<file path="src/rtl/stereo_expander.sv">
// Stereo downward expander / noise gate with an L/R-linked peak envelope.
// Below threshold the gain follows (env/T)^(RATIO-1). It closes after a hold period and reopens at once.
//
// state  | meaning
// IDLE   | waiting for in_valid; samples latched on strobe
// DETECT | linked peak detect, envelope update, power base
// POWER  | RATIO-1 multiply passes building the target gain
// SMOOTH | hold / instant-open / slewed-close gain update
// APPLY  | scale both channels, register outputs, pulse out_valid
module stereo_expander #(
  parameter int THRESH_LOG2    = 11,
  parameter int RATIO          = 2,
  parameter int ATTACK_SHIFT   = 2,
  parameter int RELEASE_SHIFT  = 6,
  parameter int HOLD_SAMPLES   = 480,
  parameter int GAIN_REL_SHIFT = 4
) (
  input  logic        clock,
  input  logic        reset,
  input  logic [15:0] inleft,
  input  logic [15:0] inright,
  input  logic        in_valid,
  output logic [15:0] outleft,
  output logic [15:0] outright,
  output logic        out_valid,
  output logic        busy,
  output logic        overrun,
  output logic [15:0] gain_out
);

  localparam int HW = (HOLD_SAMPLES < 2) ? 1 : $clog2(HOLD_SAMPLES + 1);
  localparam logic [HW-1:0] HOLD_INIT = HW'(HOLD_SAMPLES);
  localparam logic [15:0] THRESH = 16'(1 << THRESH_LOG2);
  localparam logic [15:0] UNITY = 16'h8000;
  localparam logic [1:0] POW_LOAD = 2'((RATIO > 1) ? RATIO - 2 : 0);

  typedef enum logic [2:0] {IDLE, DETECT, POWER, SMOOTH, APPLY} state_t;

  state_t state, state_nxt;

  logic [15:0]   lat_l, lat_r;
  logic [14:0]   env, env_nxt;
  logic [15:0]   base, base_nxt, acc, gain, gain_rel;
  logic [HW-1:0] hold_cnt;
  logic [1:0]    pow_cnt;
  logic [15:0]   neg_l, neg_r, gain_diff, gain_step;
  logic [14:0]   mag_l, mag_r, peak;
  logic [31:0]   prod_pow;
  logic signed [32:0] prod_l, prod_r;
  logic          env_nxt_ge_t, env_ge_t;
  logic          unused_bits;

  always_ff @(posedge clock) begin
    if (!reset) state <= IDLE;
    else        state <= state_nxt;
  end

  always_comb begin
    state_nxt = state;
    case (state)
      IDLE:    if (in_valid) state_nxt = DETECT;
      DETECT:  state_nxt = (RATIO > 1) ? POWER : SMOOTH;
      POWER:   if (pow_cnt == 2'd0) state_nxt = SMOOTH;
      SMOOTH:  state_nxt = APPLY;
      APPLY:   state_nxt = IDLE;
      default: state_nxt = IDLE;
    endcase
  end

  // |-32768| has no 15-bit representation, so it saturates.
  always_comb begin
    neg_l = -lat_l;
    neg_r = -lat_r;
    mag_l = (lat_l == 16'h8000) ? 15'h7fff : (lat_l[15] ? neg_l[14:0] : lat_l[14:0]);
    mag_r = (lat_r == 16'h8000) ? 15'h7fff : (lat_r[15] ? neg_r[14:0] : lat_r[14:0]);
    peak  = (mag_l > mag_r) ? mag_l : mag_r;
    if (peak > env) env_nxt = env + ((peak - env) >> ATTACK_SHIFT);
    else            env_nxt = env - ((env - peak) >> RELEASE_SHIFT);
    env_nxt_ge_t = ({1'b0, env_nxt} >= THRESH);
    env_ge_t     = ({1'b0, env} >= THRESH);
    base_nxt     = env_nxt_ge_t ? UNITY : ({1'b0, env_nxt} << (15 - THRESH_LOG2));
    prod_pow     = acc * base;
    gain_diff    = gain - acc;
    gain_step    = gain_diff >> GAIN_REL_SHIFT;
    if (gain_step == 16'd0) gain_step = 16'd1;
    gain_rel     = gain - gain_step;
    if (gain_rel < acc) gain_rel = acc;
    prod_l       = $signed(lat_l) * $signed({1'b0, gain});
    prod_r       = $signed(lat_r) * $signed({1'b0, gain});
  end

  always_ff @(posedge clock) begin
    if (!reset) begin
      outleft   <= '0;
      outright  <= '0;
      out_valid <= 1'b0;
      overrun   <= 1'b0;
      env       <= '0;
      gain      <= UNITY;
      hold_cnt  <= HOLD_INIT;
      lat_l     <= '0;
      lat_r     <= '0;
      base      <= '0;
      acc       <= UNITY;
      pow_cnt   <= '0;
    end else begin
      out_valid <= 1'b0;
      if (in_valid && state != IDLE) overrun <= 1'b1;
      case (state)
        IDLE: if (in_valid) begin
          lat_l <= inleft;
          lat_r <= inright;
        end
        DETECT: begin
          env     <= env_nxt;
          base    <= base_nxt;
          acc     <= UNITY;
          pow_cnt <= POW_LOAD;
        end
        POWER: begin
          acc     <= prod_pow[30:15];
          pow_cnt <= pow_cnt - 2'd1;
        end
        SMOOTH: begin
          if (env_ge_t) hold_cnt <= HOLD_INIT;
          if (acc >= gain)             gain <= acc;
          else if (hold_cnt != '0)     hold_cnt <= hold_cnt - 1'b1;
          else                         gain <= gain_rel;
        end
        APPLY: begin
          outleft   <= prod_l[30:15];
          outright  <= prod_r[30:15];
          out_valid <= 1'b1;
        end
        default: ;
      endcase
    end
  end

  assign busy     = (state != IDLE);
  assign gain_out = gain;

  assign unused_bits = ^{neg_l[15], neg_r[15], prod_pow[31], prod_pow[14:0],
                         prod_l[32:31], prod_l[14:0], prod_r[32:31], prod_r[14:0]};

endmodule
</file>
<file path="config.mk">
export PLATFORM = sky130hd
export DESIGN_NAME = stereo_expander
export DESIGN_NICKNAME = d
export VERILOG_FILES = /design/src/rtl/stereo_expander.sv
export SDC_FILE = /design/constraint.sdc
export NUM_CORES = 2
export LEC_CHECK = 0
export CORE_ASPECT_RATIO = 1.2
export CORE_MARGIN = 1.5
export CORE_UTILIZATION = 55
export CTS_CLUSTER_DIAMETER = 80
export DETAILED_ROUTE_END_ITERATION = 16
export PLACE_DENSITY = 0.75
export SLEW_MARGIN = 20
export SYNTH_ARGS = -nofsm -noshare
export SYNTH_HDL_FRONTEND = slang
export SYNTH_SLANG_ARGS = --single-unit
export TNS_END_PERCENT = 1
</file>
<file path="constraint.sdc">
create_clock -name clock -period 11.69 [get_ports clock]
set_input_delay 2.9225 -clock clock [delete_from_list [all_inputs] [get_ports clock]]
set_output_delay 2.9225 -clock clock [all_outputs]
set_load 0.03 [all_outputs]
</file>
After elaboration in Yosys (flattened, before gate mapping). Index checks and enable logic that the tools add are counted.

Latch bits: 0. Memories kept: 0. Input bits: 35. Bits in writable memories: 0. Output and inout port bits: 51. Logic and storage cells: 71. Bits in registers: 143. Memory bits (read-only): 0.

$add $sub $neg: 10. Multiply operators: 3. Equality and inequality tests: 9. Shift-type cells: 0. Muxes and demuxes: 20. Divide/modulo/power cells: 0. Bitwise gates (word level): 0. Magnitude comparators: 6. Reductions and logical operators: 10.

Operator list (count): 2-to-1 mux 15 bit (6); 2-to-1 mux 16 bit (4); multiplier 16 x 17 -> 31 bit (2); == test 16 bit, second input constant (2); one-hot mux 16 bit (2 select lines) (1); subtractor 16 bit (2); multiplier 16 x 16 -> 31 bit (1); greater-or-equal comparator 15 x 12 -> 1 bit, second input constant (2); > comparator 15 bit (2); negator 15 bit (2); subtractor 15 bit (2); 2-to-1 mux 9 bit (3); greater-or-equal comparator 16 bit (1); logical NOT 16 bit (1); < comparator 16 bit (1); adder 15 x 13 -> 15 bit (1); subtractor 15 x 9 -> 15 bit (1); 2-to-1 mux 12 bit (1); one-hot mux 3 bit (4 select lines) (1); nonzero test 9 bit (1); subtractor 9 x 1 -> 9 bit, second input constant (1); == test 3 x 2 -> 1 bit, second input constant (2); 2-to-1 mux 3 bit (2); != test 2 bit, second input constant (3); 11 further kinds (13).

Depth between registers and ports, before layout.
Depth in word-level cells: 10. Mapped depth: 47. Mapped depth without buffers: 43.

Worst setup path before layout. No wires, ideal clock.

Path type: flip-flop to flip-flop. Start: register lat_l[1]. End: register base[5]. Required time: 11620 ps. Cell stages (with the launch flop): 47. Arrival: 9297 ps. Slack: 2323 ps. Cells stage by stage: dfxtp_1 > clkbuf_1 > inv_1 > ha_1 > nand2_1 > or3_1 > or3_1 > or3_1 > or3_1 > or3_4 > o211a_1 > inv_1 > ha_1 > nor2b_1 > o21a_1 > o21a_1 > o21a_1 > o21ai_0 > [... 11 more ...] > o211ai_1 > nand2_1 > a21o_1 > clkbuf_1 > a21oi_1 > a21oi_1 > ha_1 > fa_1 > nand2b_1 > a21oi_1 > nand2b_1 > a21oi_1 > o21a_1 > o21ai_1 > a31oi_1 > xnor3_1 > or4_1 > a21oi_1.

Cells in the longest elaborated chain, start to end: 10. Elaborated cells on any way between the ends: 14. Those cells by class: add/sub: 5; order compare: 3; eq/ne: 1; mux: 5.

Ends and longest elaborated chain: start: declaration (RTL line 41) `logic [15:0] lat_l, lat_r;`; start signal: assignment (RTL line 111) `lat_l <= inleft;`; negator 15 bit (RTL line 72) `neg_l = -lat_l;`; 2-to-1 mux 15 bit (RTL line 74) `mag_l = (lat_l == 16'h8000) ? 15'h7fff : (lat_l[15] ? neg_l[14:0] : lat_l[14:0]);`; 2-to-1 mux 15 bit (*) (RTL line 74); > comparator 15 bit (RTL line 76) `peak = (mag_l > mag_r) ? mag_l : mag_r;`; 2-to-1 mux 15 bit (*) (RTL line 76); subtractor 15 bit, on equally long branches (RTL line 78, 77); subtractor 15 x 9 -> 15 bit or adder 15 x 13 -> 15 bit (tied branches) (RTL line 78, 77); 2-to-1 mux 15 bit (*) (RTL line 77) `if (peak > env) env_nxt = env + ((peak - env) >> ATTACK_SHIFT);`; greater-or-equal comparator 15 x 12 -> 1 bit (RTL line 79) `env_nxt_ge_t = ({1'b0, env_nxt} >= THRESH);`; 2-to-1 mux 16 bit (*) (RTL line 81) `base_nxt = env_nxt_ge_t ? UNITY : ({1'b0, env_nxt} << (15 - THRESH_LOG2));`; end signal: assignment (RTL line 116) `base <= base_nxt;`; end: declaration (RTL line 43) `logic [15:0] base, base_nxt, acc, gain, gain_rel;`.

Mark *: on every way between the ends. The rest lies on a longest branch, timed or not. A chain may end at the register's enable or synchronous reset.

Worst setup path after layout.
Start: register lat_l[1]. End: register base[7].

Same word-level chain as after synthesis.

==> results.md <==
- Post-CTS sizing: 0
- Vias in the first global route: 27,000
- Routed vias/inst: 5.57
- Footprint of the multi-input gates: 26,200 um^2
- Reg2reg path depth: 43
- Initial antenna violation count: 2
- Yosys top cell by area: fa_1
- CP Capture Type: flop
- Total GRT Usage: 0.290
- Placed Instances: 4,612
- Total power draw: 0.00417 W
- Congestion Overflow GR: 0
- CTS H-tree depth: 4
- Critical-path maximum fanout: 18
- Clock Skews: 0.0179 ns
- Reg clk slew, reported paths: 0.07 ns
- Post-synth EDFFs: 0
- Uppermost layer routed: met5
- Synth Instances: 3,891
- RSZ-0062 raised after global routing: no
- Min-delay worst type: flop to flop
- Met3 wire length: 4.79 mm
- WL met1: 32.7 mm
- Seq cells post-synth: 139
- Longest Clk Path Bufs: 2
- Crit path to: base[7]
- Asr flop ratio synth: 0
- Worst-Margin Slew: 0.975 ns
- Post-synth top area share: 0.323
- Cell Rows: 97
- Hold-fix buffers, CTS: 0
- Most used cell, CP: a21oi_1
- DP Wirelength: 66.3 mm
- Synth Cell Area: 32,600 um^2
- First DRT Iteration DRCs: 1,763
- CP startpoint: lat_l[1]
- Sequential element share of the synthesized area: 0.0854
- # fillers: 5,220
- Clk sinks: 139
- Largest net degree at the start of global routing: 59
- Syn Nets: 4,867
- CTS tree: built
- Peak VDD IR: 0.170 mV
- Final count of negative-setup-slack endpoints: 0
- Critical path class: flop to flop
- Initial Util: 0.557
- First-pass GRT wire length: 139 mm
- Reg2Reg Setup Slack: 1.41 ns
- Largest stage delay, worst path: 0.50 ns
- Final WL: 84.5 mm
- Root buffer cell: clkbuf_16
- Post-CTS Setup Inserts: 0
- RR Endpoint: base[7]
- Yosys warnings: 0
- # nets final: 4,815
- Post-Layout Cell Count: 4,644
- Top cells by area, synth: fa_1 32%, ha_1 16%, dfxtp_1 8.5%
- Synthesized area per cell: 8.37 um^2
- Height of the die: 270 um
- WP data arrival: 10.69 ns
- Core area: 58,500 um^2
- Antenna diode count: 0
- TritonRoute pass-1 iters: 6
- Worst path slowest cell: dfxtp_1
- Die Wd: 225 um
- Pins Over Slew Limit: 0
- Layout cells sized above 1: 0.0332
- Vias after detailed routing: 25,800
- Post-DRT Antenna Nets: 0
- CP startpoint kind: flop
- WHS: 0.452 ns
- Final Hold Viols: 0
- Latest clock arrival within the worst-skew pair: 0.47 ns
- Final Cycle Share: 0.879
- Highest clock rate: 97.3 MHz
- Setup TNS: 0 ns
- CP Data Required Time: 12.10 ns
- Critical R2R Launch: lat_l[1]
- Met2 wire len: 41.1 mm
- Crit path time final: 10.28 ns
- Power Density: 121 nW/um^2
- Leakage: 16.7 nW
- Relative max-transition margin: 0.342
- Synth cell types: 78
- GPL Wtd Cong: 0.953
- Reg area: 2780 um^2
- Layout Utilization: 0.591
- Top_reg_cell synth: dfxtp_1
- Die area: 60,700 um^2
- Area Overhead vs Synth: 6.14%
- CTS buffer count: 17
- Max cap viols: 0
- Status: finished clean
- IO Port Bufs: 85
- Io pins: 86
- Wire length per cell: 18.2 um
- Drc violations: 0
## metal layers
layer	vias to the layer above	global-route usage
met5	-	0
met2	885	0.495
met3	253	0.0285
met1	12700	0.353
met4	2	0.178
li1	12000	-
## cell families after synthesis
kind of cell             Yosys count  share of synthesized area
AND/OR/NAND/NOR                 1239                      0.179
XOR/XNOR                         131                     0.0356
multiplexers                      47                     0.0151
buffers and inverters            938                      0.110
flip-flops                       139                     0.0854
AO/OA/AOI/OAI                    456                     0.0920
adder cells (fa/ha/maj)          941                      0.483
## worst min-delay path by stage
stage / startpoint / to / cells after the start / slack [ns]
finish: outleft[5] / outleft[5] / 2 / 0.45
global route: outleft[2] / outleft[2] / 2 / 0.47
CTS: outleft[5] / outleft[5] / 2 / 0.45
detailed placement: outleft[5] / outleft[5] / 2 / 0.45
global placement: outleft[14] / outleft[14] / 2 / 0.44
floorplan: hold_cnt[7] / hold_cnt[7] / 1 / 0.44
## critical path, delay by kind of cell, from the launching register on
| kind | cells | cell delay (ns) |
|---|---|---|
| flip-flops | 1 | 0.50 |
| adder cells (fa/ha/maj) | 5 | 1.47 |
| buffers and inverters | 3 | 0.54 |
| AO/OA/AOI/OAI | 19 | 3.46 |
| AND/OR/NAND/NOR | 14 | 3.43 |
| XOR/XNOR | 1 | 0.44 |
| multiplexers | 1 | 0.37 |
## through the flow
stage,instance area (um^2),worst slack [ns]
after floorplan,32600,2.32
after global placement,34000,1.65
after detailed placement,34000,1.47
after CTS,34600,1.42
after global routing,34600,0.673
final,34600,1.41
## placed cells by master, fill, tap and decap left out, drive strengths merged, types with 39 or more instances in the layout
master           n
buf             53
a21o            45
nor3            39
nand2b          46
nand2          630
and2           253
ha             415
inv            734
xor2            52
dfxtp          139
a21oi          152
xnor2           78
o21ai           83
nor2           122
fa             526
clkdlybuf4s50   85
## where the power goes
group / leakage [nW] / switching, W / internal, W
Combinational: 15.3 / 0.00174 / 0.00124
Sequential: 1.13 / 0.0000987 / 0.000513
Clock: 0.278 / 0.000269 / 0.000310
## cell type report
type                            count  area share
Multi-Input combinational cell   2814       0.759
Sequential cell                   139      0.0805
Inverter                          729      0.0792
Timing Repair Buffer              138      0.0361
Tap cell                          792      0.0287
Clock buffer                       20      0.0132
Clock inverter                     12     0.00369
## registers in the layout, summed over array words and instances, names as in the netlist
| register | flops |
|---|---|
| overrun | 1 |
| lat_l | 16 |
| acc | 16 |
| base | 12 |
| state | 3 |
| hold_cnt | 9 |
| gain_out | 16 |
| outright | 16 |
| env | 15 |
| outleft | 16 |
| out_valid | 1 |
| lat_r | 16 |
| pow_cnt | 2 |
## cell usage after synthesis, drive strengths merged, types with 32 or more instances
| master | n |
|---|---|
| clkbuf | 177 |
| nand3 | 38 |
| nand2 | 630 |
| nor2 | 122 |
| a21oi | 152 |
| nand2b | 46 |
| xnor2 | 78 |
| nor3 | 39 |
| ha | 415 |
| o21ai | 83 |
| buf | 32 |
| and2 | 253 |
| inv | 728 |
| xor2 | 52 |
| dfxtp | 139 |
| a21o | 45 |
| fa | 526 |
No activity file was read; power rests on OpenSTA's default activity.
